### src/rtl/lsu_sequencer.sv
// Load/store sequencer: turns one decoded memory access into one or two handshaked
// word transfers, with lane shifting, byte enables and load-data extension.
module lsu_sequencer (
  input  logic        clk,
  input  logic        rst_n,
  input  logic        start,
  input  logic        mem_read,
  input  logic        mem_write,
  input  logic [1:0]  mem_size,
  input  logic        mem_unsigned,
  input  logic [31:0] addr,
  input  logic [31:0] wdata,
  output logic        busy,
  output logic        done,
  output logic        err,
  output logic [31:0] rdata,
  output logic        bus_req,
  output logic        bus_we,
  output logic [31:0] bus_addr,
  output logic [3:0]  bus_be,
  output logic [31:0] bus_wdata,
  input  logic        bus_ready,
  input  logic [31:0] bus_rdata
);

  typedef enum logic [1:0] {IDLE, BEAT0, BEAT1, DONE} state_e;

  state_e      state_q, state_d;
  logic        bus_req_q, bus_req_d, bus_we_q, bus_we_d;
  logic [31:0] bus_addr_q, bus_addr_d, bus_wdata_q, bus_wdata_d;
  logic [3:0]  bus_be_q, bus_be_d;
  logic        done_q, done_d, err_q, err_d;
  logic [31:0] rdata_q, rdata_d;
  logic        store_q, store_d, uns_q, uns_d, split_q, split_d;
  logic [1:0]  size_q, size_d, off_q, off_d;
  logic [3:0]  be1_q, be1_d;
  logic [31:0] wdata1_q, wdata1_d, lo_q, lo_d;

  logic        req_valid;
  logic [2:0]  req_nbytes;
  logic [7:0]  req_mask;
  logic [63:0] req_shift, req_wdata;

  assign req_valid = start && (mem_read || mem_write);

  function automatic logic [31:0] load_extend(input logic [63:0] beats, input logic [1:0] off,
                                              input logic [1:0] size, input logic uns);
    logic [31:0] w;
    w = 32'(beats >> {off, 3'b000});
    case (size)
      2'b00:   load_extend = {{24{~uns & w[7]}}, w[7:0]};
      2'b01:   load_extend = {{16{~uns & w[15]}}, w[15:0]};
      default: load_extend = w;
    endcase
  endfunction

  // Lanes 0-3 of the 8-lane view belong to beat 0, lanes 4-7 to beat 1.
  always_comb begin
    case (mem_size)
      2'b00:   req_nbytes = 3'd1;
      2'b01:   req_nbytes = 3'd2;
      default: req_nbytes = 3'd4;
    endcase
    req_mask  = ((8'd1 << req_nbytes) - 8'd1) << addr[1:0];
    req_shift = {32'b0, wdata} << {addr[1:0], 3'b000};
    for (int i = 0; i < 8; i++) begin
      req_wdata[8*i +: 8] = req_mask[i] ? req_shift[8*i +: 8] : 8'h00;
    end
  end

  always_ff @(posedge clk or negedge rst_n) begin
    if (!rst_n) begin
      state_q     <= IDLE;
      bus_req_q   <= 1'b0;
      bus_we_q    <= 1'b0;
      bus_addr_q  <= '0;
      bus_be_q    <= '0;
      bus_wdata_q <= '0;
      done_q      <= 1'b0;
      err_q       <= 1'b0;
      rdata_q     <= '0;
      store_q     <= 1'b0;
      uns_q       <= 1'b0;
      split_q     <= 1'b0;
      size_q      <= '0;
      off_q       <= '0;
      be1_q       <= '0;
      wdata1_q    <= '0;
      lo_q        <= '0;
    end else begin
      // NOTE: non-blocking assignments so every register samples pre-edge values.
      state_q     <= state_d;
      bus_req_q   <= bus_req_d;
      bus_we_q    <= bus_we_d;
      bus_addr_q  <= bus_addr_d;
      bus_be_q    <= bus_be_d;
      bus_wdata_q <= bus_wdata_d;
      done_q      <= done_d;
      err_q       <= err_d;
      rdata_q     <= rdata_d;
      store_q     <= store_d;
      uns_q       <= uns_d;
      split_q     <= split_d;
      size_q      <= size_d;
      off_q       <= off_d;
      be1_q       <= be1_d;
      wdata1_q    <= wdata1_d;
      lo_q        <= lo_d;
    end
  end

  always_comb begin
    // NOTE: default first so no path leaves state_d unassigned (no latch).
    state_d = state_q;
    case (state_q)
      IDLE:    if (req_valid) state_d = (mem_size == 2'b11) ? DONE : BEAT0;
      BEAT0:   if (bus_ready) state_d = split_q ? BEAT1 : DONE;
      BEAT1:   if (bus_ready) state_d = DONE;
      default: state_d = IDLE;
    endcase
  end

  always_comb begin
    bus_req_d   = bus_req_q;
    bus_we_d    = bus_we_q;
    bus_addr_d  = bus_addr_q;
    bus_be_d    = bus_be_q;
    bus_wdata_d = bus_wdata_q;
    done_d      = 1'b0;
    err_d       = 1'b0;
    rdata_d     = rdata_q;
    store_d     = store_q;
    uns_d       = uns_q;
    split_d     = split_q;
    size_d      = size_q;
    off_d       = off_q;
    be1_d       = be1_q;
    wdata1_d    = wdata1_q;
    lo_d        = lo_q;
    case (state_q)
      IDLE: begin
        if (req_valid && mem_size == 2'b11) begin
          done_d  = 1'b1;
          err_d   = 1'b1;
          rdata_d = '0;
        end else if (req_valid) begin
          bus_req_d   = 1'b1;
          bus_we_d    = mem_write;
          bus_addr_d  = {addr[31:2], 2'b00};
          bus_be_d    = req_mask[3:0];
          bus_wdata_d = req_wdata[31:0];
          be1_d       = req_mask[7:4];
          wdata1_d    = req_wdata[63:32];
          split_d     = |req_mask[7:4];
          store_d     = mem_write;
          uns_d       = mem_unsigned;
          size_d      = mem_size;
          off_d       = addr[1:0];
        end
      end
      BEAT0: begin
        if (bus_ready) begin
          lo_d = bus_rdata;
          if (split_q) begin
            bus_addr_d  = bus_addr_q + 32'd4;
            bus_be_d    = be1_q;
            bus_wdata_d = wdata1_q;
          end else begin
            {bus_req_d, bus_we_d, bus_addr_d, bus_be_d, bus_wdata_d} = '0;
            done_d = 1'b1;
            if (!store_q) rdata_d = load_extend({32'b0, bus_rdata}, off_q, size_q, uns_q);
          end
        end
      end
      BEAT1: begin
        if (bus_ready) begin
          {bus_req_d, bus_we_d, bus_addr_d, bus_be_d, bus_wdata_d} = '0;
          done_d = 1'b1;
          if (!store_q) rdata_d = load_extend({bus_rdata, lo_q}, off_q, size_q, uns_q);
        end
      end
      default: ;
    endcase
  end

  assign busy = rst_n && ((state_q == BEAT0) || (state_q == BEAT1) ||
                          (state_q == IDLE && req_valid));

  assign bus_req   = bus_req_q;
  assign bus_we    = bus_we_q;
  assign bus_addr  = bus_addr_q;
  assign bus_be    = bus_be_q;
  assign bus_wdata = bus_wdata_q;
  assign done      = done_q;
  assign err       = err_q;
  assign rdata     = rdata_q;

endmodule

### config.mk
export PLATFORM = sky130hd
export DESIGN_NAME = lsu_sequencer
export DESIGN_NICKNAME = d
export VERILOG_FILES = /design/src/rtl/lsu_sequencer.sv
export SDC_FILE = /design/constraint.sdc
export NUM_CORES = 1
export LEC_CHECK = 0
export BUFFER_PORTS_ARGS = -buffer_cell sky130_fd_sc_hd__buf_2
export CORE_MARGIN = 2
export CORE_UTILIZATION = 40
export DETAILED_ROUTE_END_ITERATION = 8
export PLACE_DENSITY = 0.63
export SKIP_LAST_GASP = 1
export SLEW_MARGIN = 20
export SYNTH_ARGS = -nofsm -noshare
export SYNTH_HDL_FRONTEND = slang
export SYNTH_SLANG_ARGS = --single-unit
### constraint.sdc
create_clock -name clk -period 1.81 [get_ports clk]
set_input_delay 0.181 -clock clk [delete_from_list [all_inputs] [get_ports clk]]
set_output_delay 0.181 -clock clk [all_outputs]
set_load 0.005 [all_outputs]
==> reports/qor.txt, run 1 <==
Hold Path Depth = 3
initial core utilization = 40.8%
register area share after synthesis = 41.5%
Worst setup SP type = flip-flop
WL/cell = 21.6 um
Slew Limit Fails = 0
Static Leak = 0.00721 uW
Final Net Count = 1,582
Iter 0 DRT Violations = 776
most common cell after layout, fill and taps aside = buf_2
vias in the first global route = 9,748
DRT antenna net count = 0
# IOs = 210
clk buf depth = 2
area grow syn2layout = 52.3%
R2R depth = 6
number of synthesized flops with an enable pin = 0
fmax = 503 MHz
maximum VDD drop = 0.000945 V
P_int = 17,400 uW
Worst EP required = 2160 ps
FF+latch count, synth = 171
initial antenna violation count = 6
Clock Latency Late Sink = 440 ps
top cells by area, synth = dfrtp_1 42%, mux2_2 5.6%, o21ai_0 5.2%
min-delay worst type = primary input to flip-flop
met2 WL = 18.9 mm
Net Sw Power = 13,300 uW
met1 wire length = 16.6 mm
max-cap violations = 0
gpl congestion = 0.950
period utilisation layout = 110%
Final Total Pwr = 30,700 uW
pwr/cell area = 1960 nW/um2
WS Path Type = flip-flop to flip-flop
utilization after layout = 62.2%
core outline area = 25,300 um2
via/cell ratio = 5.87
post-synth top area cell = dfrtp_1
post-synth cell types = 66
hpwl dp = 24.9 mm
clock share of power = 12.5%
total track usage = 25.6%
clock net sink count = 171
sequential share of power = 22.3%
switch share = 43.4%
share of cells above drive strength 1 = 47.6%
first-pass GRT wire length = 53.9 mm
clock-pin slew on the worst setup and hold paths = 80 ps
via count = 10.6k
Least-Margin Pin Slew = 746 ps
global route total overflow = 0
DRT Pass-1 Iters = 7
post-synthesis instance total = 1,096
Die Y = 165 um
failing checks = setup timing
largest net degree at the start of global routing = 98
top sig layer = met5
Worst EP arrival = 2340 ps
Critical Path End Type = flip-flop
crit path max fanout = 6
Clock Tree Root = clkbuf_16
Final setup viols = 70
Primary FF master, synth = dfrtp_1
cell area after synthesis = 10,300 um2
die area = 27,100 um2
total wire length = 39.1 mm
chip width = 165 um
asr flop ratio synth = 100%
WL met3 = 2.64 mm
Combinational Power Share = 65.1%
Post-route DRC = 0
num rows = 58
Final WS setup = -177 ps
CTS tree = done
Final Hold Vio Count = 0
RSZ-0062 raised after global routing = yes
H-tree levels = 4
Slew HR = 50.2%
YS warnings = 0
most frequent cells in the layout = 206 x buf_2, 166 x dfrtp_1, 149 x buf_4, 100 x nand2_1, 91 x nor2_1
post-route minimum period = 1990 ps
Inserted Clock Buffers = 17
synthesized area per cell = 9.41 um2
setup clock skew after layout = 19.1 ps
share of the synthesized area in the top cell type = 41.5%
status = finished with violations
port buffer count = 207
# fillers = 2,041
[stage by stage]
step | hold WS (ps) | setup slack [ps] | TNS [ps] | cell area [um2] | cells
2_1_floorplan | -115 | -14.7 | -145 | 10400 | 1097
3_3_place_gp | 275 | -148 | -3990 | 12700 | 1690
3_5_place_dp | 270 | -226 | -6100 | 12700 | 1690
4_1_cts | 0.679 | -99.9 | -1040 | 13800 | 1742
5_1_grt | 6.74 | -243 | -8870 | 15700 | 1814
6_report | 14.9 | -177 | -3350 | 15700 | 1814
[layout make-up]
cell class / count / area [um2] / area share [%]
well taps: 330 / 413 / 2.63
inverters: 31 / 126 / 0.805
repair buffers: 436 / 3540 / 22.6
diodes: 2 / 5.00 / 0.0319
multi-input cells: 812 / 6710 / 42.8
clock buffers: 17 / 425 / 2.71
clock inverters: 15 / 186 / 1.19
flip-flops and latches: 171 / 4290 / 27.3
[synthesized netlist by cell type, types with 8 or more instances]
cell type  count
a22oi_1       29
o21ai_0      108
mux2_2        51
clkbuf_1      48
inv_1         30
a31oi_1       16
ha_1           8
o31ai_1       15
o22ai_1       12
a21oi_1       53
a21o_1        10
mux4_2        19
nand2_1      114
buf_2         17
nor2_1       102
o2bb2ai_1      9
a2bb2oi_1     10
o32a_1         8
a211oi_1      12
a221oi_1      18
mux2i_1       52
dfrtp_1      171
nor2b_1       19
nand2b_1       8
buf_1         14
a22o_1        19
a32oi_1       14
nand3_1       20
o211ai_1       8
[cell families after synthesis]
logic type | Yosys count | share of synthesized area [%]
AOI/OAI and AO/OA | 367 | 24.2
muxes | 122 | 14.8
adders and majority gates | 8 | 0.971
DFF | 171 | 41.5
other | 1 | 0.0364
buffers and inverters | 117 | 4.79
and+or+nand+nor | 310 | 13.8
[power by group through the flow]
stage	Clock (uW)	Sequential, uW	Combinational (uW)
after CTS	3880	6660	14900
after detailed placement	0	6750	13700
after floorplan	0	6540	8180
after global placement	0	6700	13500
final	3850	6860	20000
after global routing	4060	7040	21300
[flip-flops by register name (all words and copies together) (netlist names), 2 cells and up]
name / flops
state_q: 2
bus_wdata: 32
off_q: 2
lo_q: 32
wdata1_q: 24
be1_q: 4
size_q: 2
bus_be: 4
bus_addr: 30
rdata: 32
[routing by layer]
layer	GRT usage, %	up-vias
met5	0	-
met4	8.66	6
met3	4.80	83
met2	41.4	463
met1	34.6	5261
li1	-	4835
[timing repair]
action | in CTS | in global routing
hold endpoints to repair | 179 | 0
gates resized for setup | 65 | 227
pin swaps | 20 | 68
setup endpoints to repair | 90 | 129
setup buffers | 11 | 42
cloned | 2 | 28
hold buffers | 9 | 0
[worst max-delay path, cell delays in order, from the launching register on]
cell and delay [ps]:
dfrtp_4 540, buf_12 160, mux2i_2 180, a221oi_4 370, nand2_2 160, o22a_4 290, a32oi_2 200
[path summary, 6_finish.rpt]
kind / start / to / slack, ps
setup / recovery: off_q[0]$_DFFE_PN0P_ / rdata[29]$_DFFE_PN0P_ / -180
hold / removal: addr[22] / bus_addr[22]$_DFFE_PN0P_ / 10
setup reg to reg: off_q[0]$_DFFE_PN0P_ / rdata[29]$_DFFE_PN0P_ / -180
hold reg to reg: be1_q[3]$_DFFE_PN0P_ / be1_q[3]$_DFFE_PN0P_ / 490
max in group asynchronous: rst_n / bus_addr[8]$_DFFE_PN0P_ / 820
min in group asynchronous: rst_n / bus_wdata[21]$_DFFE_PN0P_ / 430
Note: power is estimated with default switching activity, not from simulation.
==> run 2: changes to the inputs <==
--- a/config.mk
+++ b/config.mk
@@ -5,11 +5,12 @@
 export SDC_FILE = /design/constraint.sdc
 export NUM_CORES = 1
 export LEC_CHECK = 0
-export BUFFER_PORTS_ARGS = -buffer_cell sky130_fd_sc_hd__buf_2
 export CORE_MARGIN = 2
 export CORE_UTILIZATION = 40
 export DETAILED_ROUTE_END_ITERATION = 8
-export PLACE_DENSITY = 0.63
+export DONT_BUFFER_PORTS = 1
+export PLACE_DENSITY = 0.55
+export SKIP_CTS_REPAIR_TIMING = 1
 export SKIP_LAST_GASP = 1
 export SLEW_MARGIN = 20
 export SYNTH_ARGS = -nofsm -noshare
==> reports/qor.txt, run 2 (synthesis results as in run 1) <==
status = finished with violations (unchanged)
failing checks = hold timing, setup timing (was setup timing)
WS Path Type = flip-flop to flip-flop (unchanged)
max-cap violations = 0 (unchanged)
die area = 27,100 um2 (unchanged)
most frequent cells in the layout = 167 x dfrtp_1, 142 x buf_4, 98 x nand2_1, 98 x nor2_1, 78 x dlygate4sd3_1 (was 206 x buf_2, 166 x dfrtp_1, 149 x buf_4, 100 x nand2_1, 91 x nor2_1)
post-route minimum period = 1980 ps (was 1990 ps)
port buffer count = 0 (was 207)
placed cells = 1,483 (was 1,690)
crit path max fanout = 8 (was 6)
Worst setup SP type = flip-flop (unchanged)
via/cell ratio = 5.90 (was 5.87)
Final Net Count = 1,436 (was 1,582)
num rows = 58 (unchanged)
register-to-register setup slack = -170 ps (was -180 ps)
Die Y = 165 um (unchanged)
Post-route DRC = 0 (unchanged)
Critical Path End Type = flip-flop (unchanged)
post-route insts no fill = 1,666 (was 1,814)
Clock Tree Root = clkbuf_16 (unchanged)
Least-Margin Pin Slew = 823 ps (was 746 ps)
share of cells above drive strength 1 = 35.9% (was 47.6%)
Combinational Power Share = 62.9% (was 65.1%)
clk buf depth = 2 (unchanged)
utilization after layout = 59.9% (was 62.2%)
P_int = 16,800 uW (was 17,400 uW)
clock net sink count = 171 (unchanged)
chip width = 165 um (unchanged)
initial core utilization = 40.8% (unchanged)
Setup WS pre-CTS = -195 ps (was -226 ps)
Iter 0 DRT Violations = 742 (was 776)
CTS tree = done (unchanged)
via count = 9,832 (was 10.6k)
H-tree levels = 4 (unchanged)
Final setup viols = 97 (was 70)
Slew Limit Fails = 0 (unchanged)
ANT cells = 0 (was 2)
Inserted Clock Buffers = 17 (unchanged)
switch share = 42.7% (was 43.4%)
largest net degree at the start of global routing = 173 (was 98)
initial antenna violation count = 0 (was 6)
RSZ-0062 raised after global routing = yes (unchanged)
Worst EP arrival = 2320 ps (was 2340 ps)
pwr/cell area = 1940 nW/um2 (was 1960 nW/um2)
period utilisation layout = 109% (was 110%)
Clock Latency Late Sink = 440 ps (about the same)
global route total overflow = 0 (unchanged)
total track usage = 24.4% (was 25.6%)
Slew HR = 45.0% (was 50.2%)
total wire length = 38.7 mm (was 39.1 mm)
Final Hold Vio Count = 171 (was 0)
# IOs = 210 (unchanged)
Net Sw Power = 12,500 uW (was 13,300 uW)
clock-pin slew on the worst setup and hold paths = 80 ps (about the same)
most common cell after layout, fill and taps aside = dfrtp_1 (was buf_2)
area grow syn2layout = 46.7% (was 52.3%)
maximum VDD drop = 0.00100 V (was 0.000945 V)
Worst EP required = 2150 ps (was 2160 ps)
DRT antenna net count = 0 (unchanged)
vias in the first global route = 8,779 (was 9,748)
clock share of power = 12.9% (was 12.5%)
DRT Pass-1 Iters = 5 (was 7)
core outline area = 25,300 um2 (unchanged)
Final Total Pwr = 29,300 uW (was 30,700 uW)
fmax = 506 MHz (was 503 MHz)
first-pass GRT wire length = 51.0 mm (was 53.9 mm)
hpwl dp = 23.9 mm (was 24.9 mm)
WL/cell = 23.2 um (was 21.6 um)
worst hold slack = -565 ps (was 14.9 ps)
gpl congestion = 0.900 (was 0.950)
min-delay worst type = primary input to asynchronous set/reset pin (was primary input to flip-flop)
sequential share of power = 24.1% (was 22.3%)
setup clock skew after layout = 19.2 ps (was 19.1 ps)
Final WS setup = -168 ps (was -177 ps)
Static Leak = 0.00653 uW (was 0.00721 uW)
-- run 2: cell types whose count changed in the layout (fill, tap and decap cells not counted), sizes merged --
cell,change
clkbuf,-1
inv,-3
dlygate4sd3,+69
diode,-2
clkinvlp,+2
bufbuf,-1
bufinv,+1
nand2,-1
buf,-212
-- run 2: path summary, 6_finish.rpt --
check | from | end | depth (start not counted)
worst max-delay path | state_q[1]$_DFFE_PN0P_ | bus_wdata[25]$_DFFE_PN0P_ | 9
worst min-delay path | rst_n | lo_q[1]$_DFFE_PN0P_ | 0
worst max register to register | state_q[1]$_DFFE_PN0P_ | bus_wdata[25]$_DFFE_PN0P_ | 9
worst min register to register | wdata1_q[22]$_DFFE_PN0P_ | wdata1_q[22]$_DFFE_PN0P_ | 2
max in group asynchronous | rst_n | off_q[0]$_DFFE_PN0P_ | 0
min in group clk | bus_rdata[26] | rdata[26]$_DFFE_PN0P_ | 2
-- run 2: layer usage --
metal  global-route usage, %  routed length [um]  up-vias
li1                        -                   -     4543
met1                    31.7               16000     4878
met2                    38.7               18800      364
met3                    8.24                3250       47
met4                    6.80                 622        0
met5                       0                   0        -
-- run 2: power by group through the flow --
stage | Sequential [uW] | Clock, uW | Combinational [uW]
global placement | 6930 | 0 | 12700
detailed placement | 6960 | 0 | 12900
finish | 7070 | 3790 | 18400
global route | 7260 | 4040 | 19700
CTS | 6900 | 3870 | 12900
floorplan | 6540 | 0 | 8180
-- run 2: worst max-delay path, cell delays in order, from the launching register on --
cell and delay, ps:
dfrtp_1 420, buf_6 140, ha_4 170, o21ba_4 210, nor2_4 170, buf_12 140, nand2_8 110, buf_6 170
clkbuf_16 150, o31ai_2 230
-- run 2: per-stage QoR --
stage               TNS (ps)  instance area, um2
floorplan               -145               10400
global placement       -2960               11700
detailed placement     -4540               11700
CTS                    -5800               12300
global route          -15300               15100
finish                 -8620               15100
-- run 2: layout make-up --
cell class / instances / area, um2
Tap cell: 330 / 413
Multi-Input combinational cell: 811 / 6590
Fill cell: 2136 / 10100
Sequential cell: 171 / 4290
Clock inverter: 15 / 176
Inverter: 31 / 120
Clock buffer: 17 / 425
Timing Repair Buffer: 291 / 3110
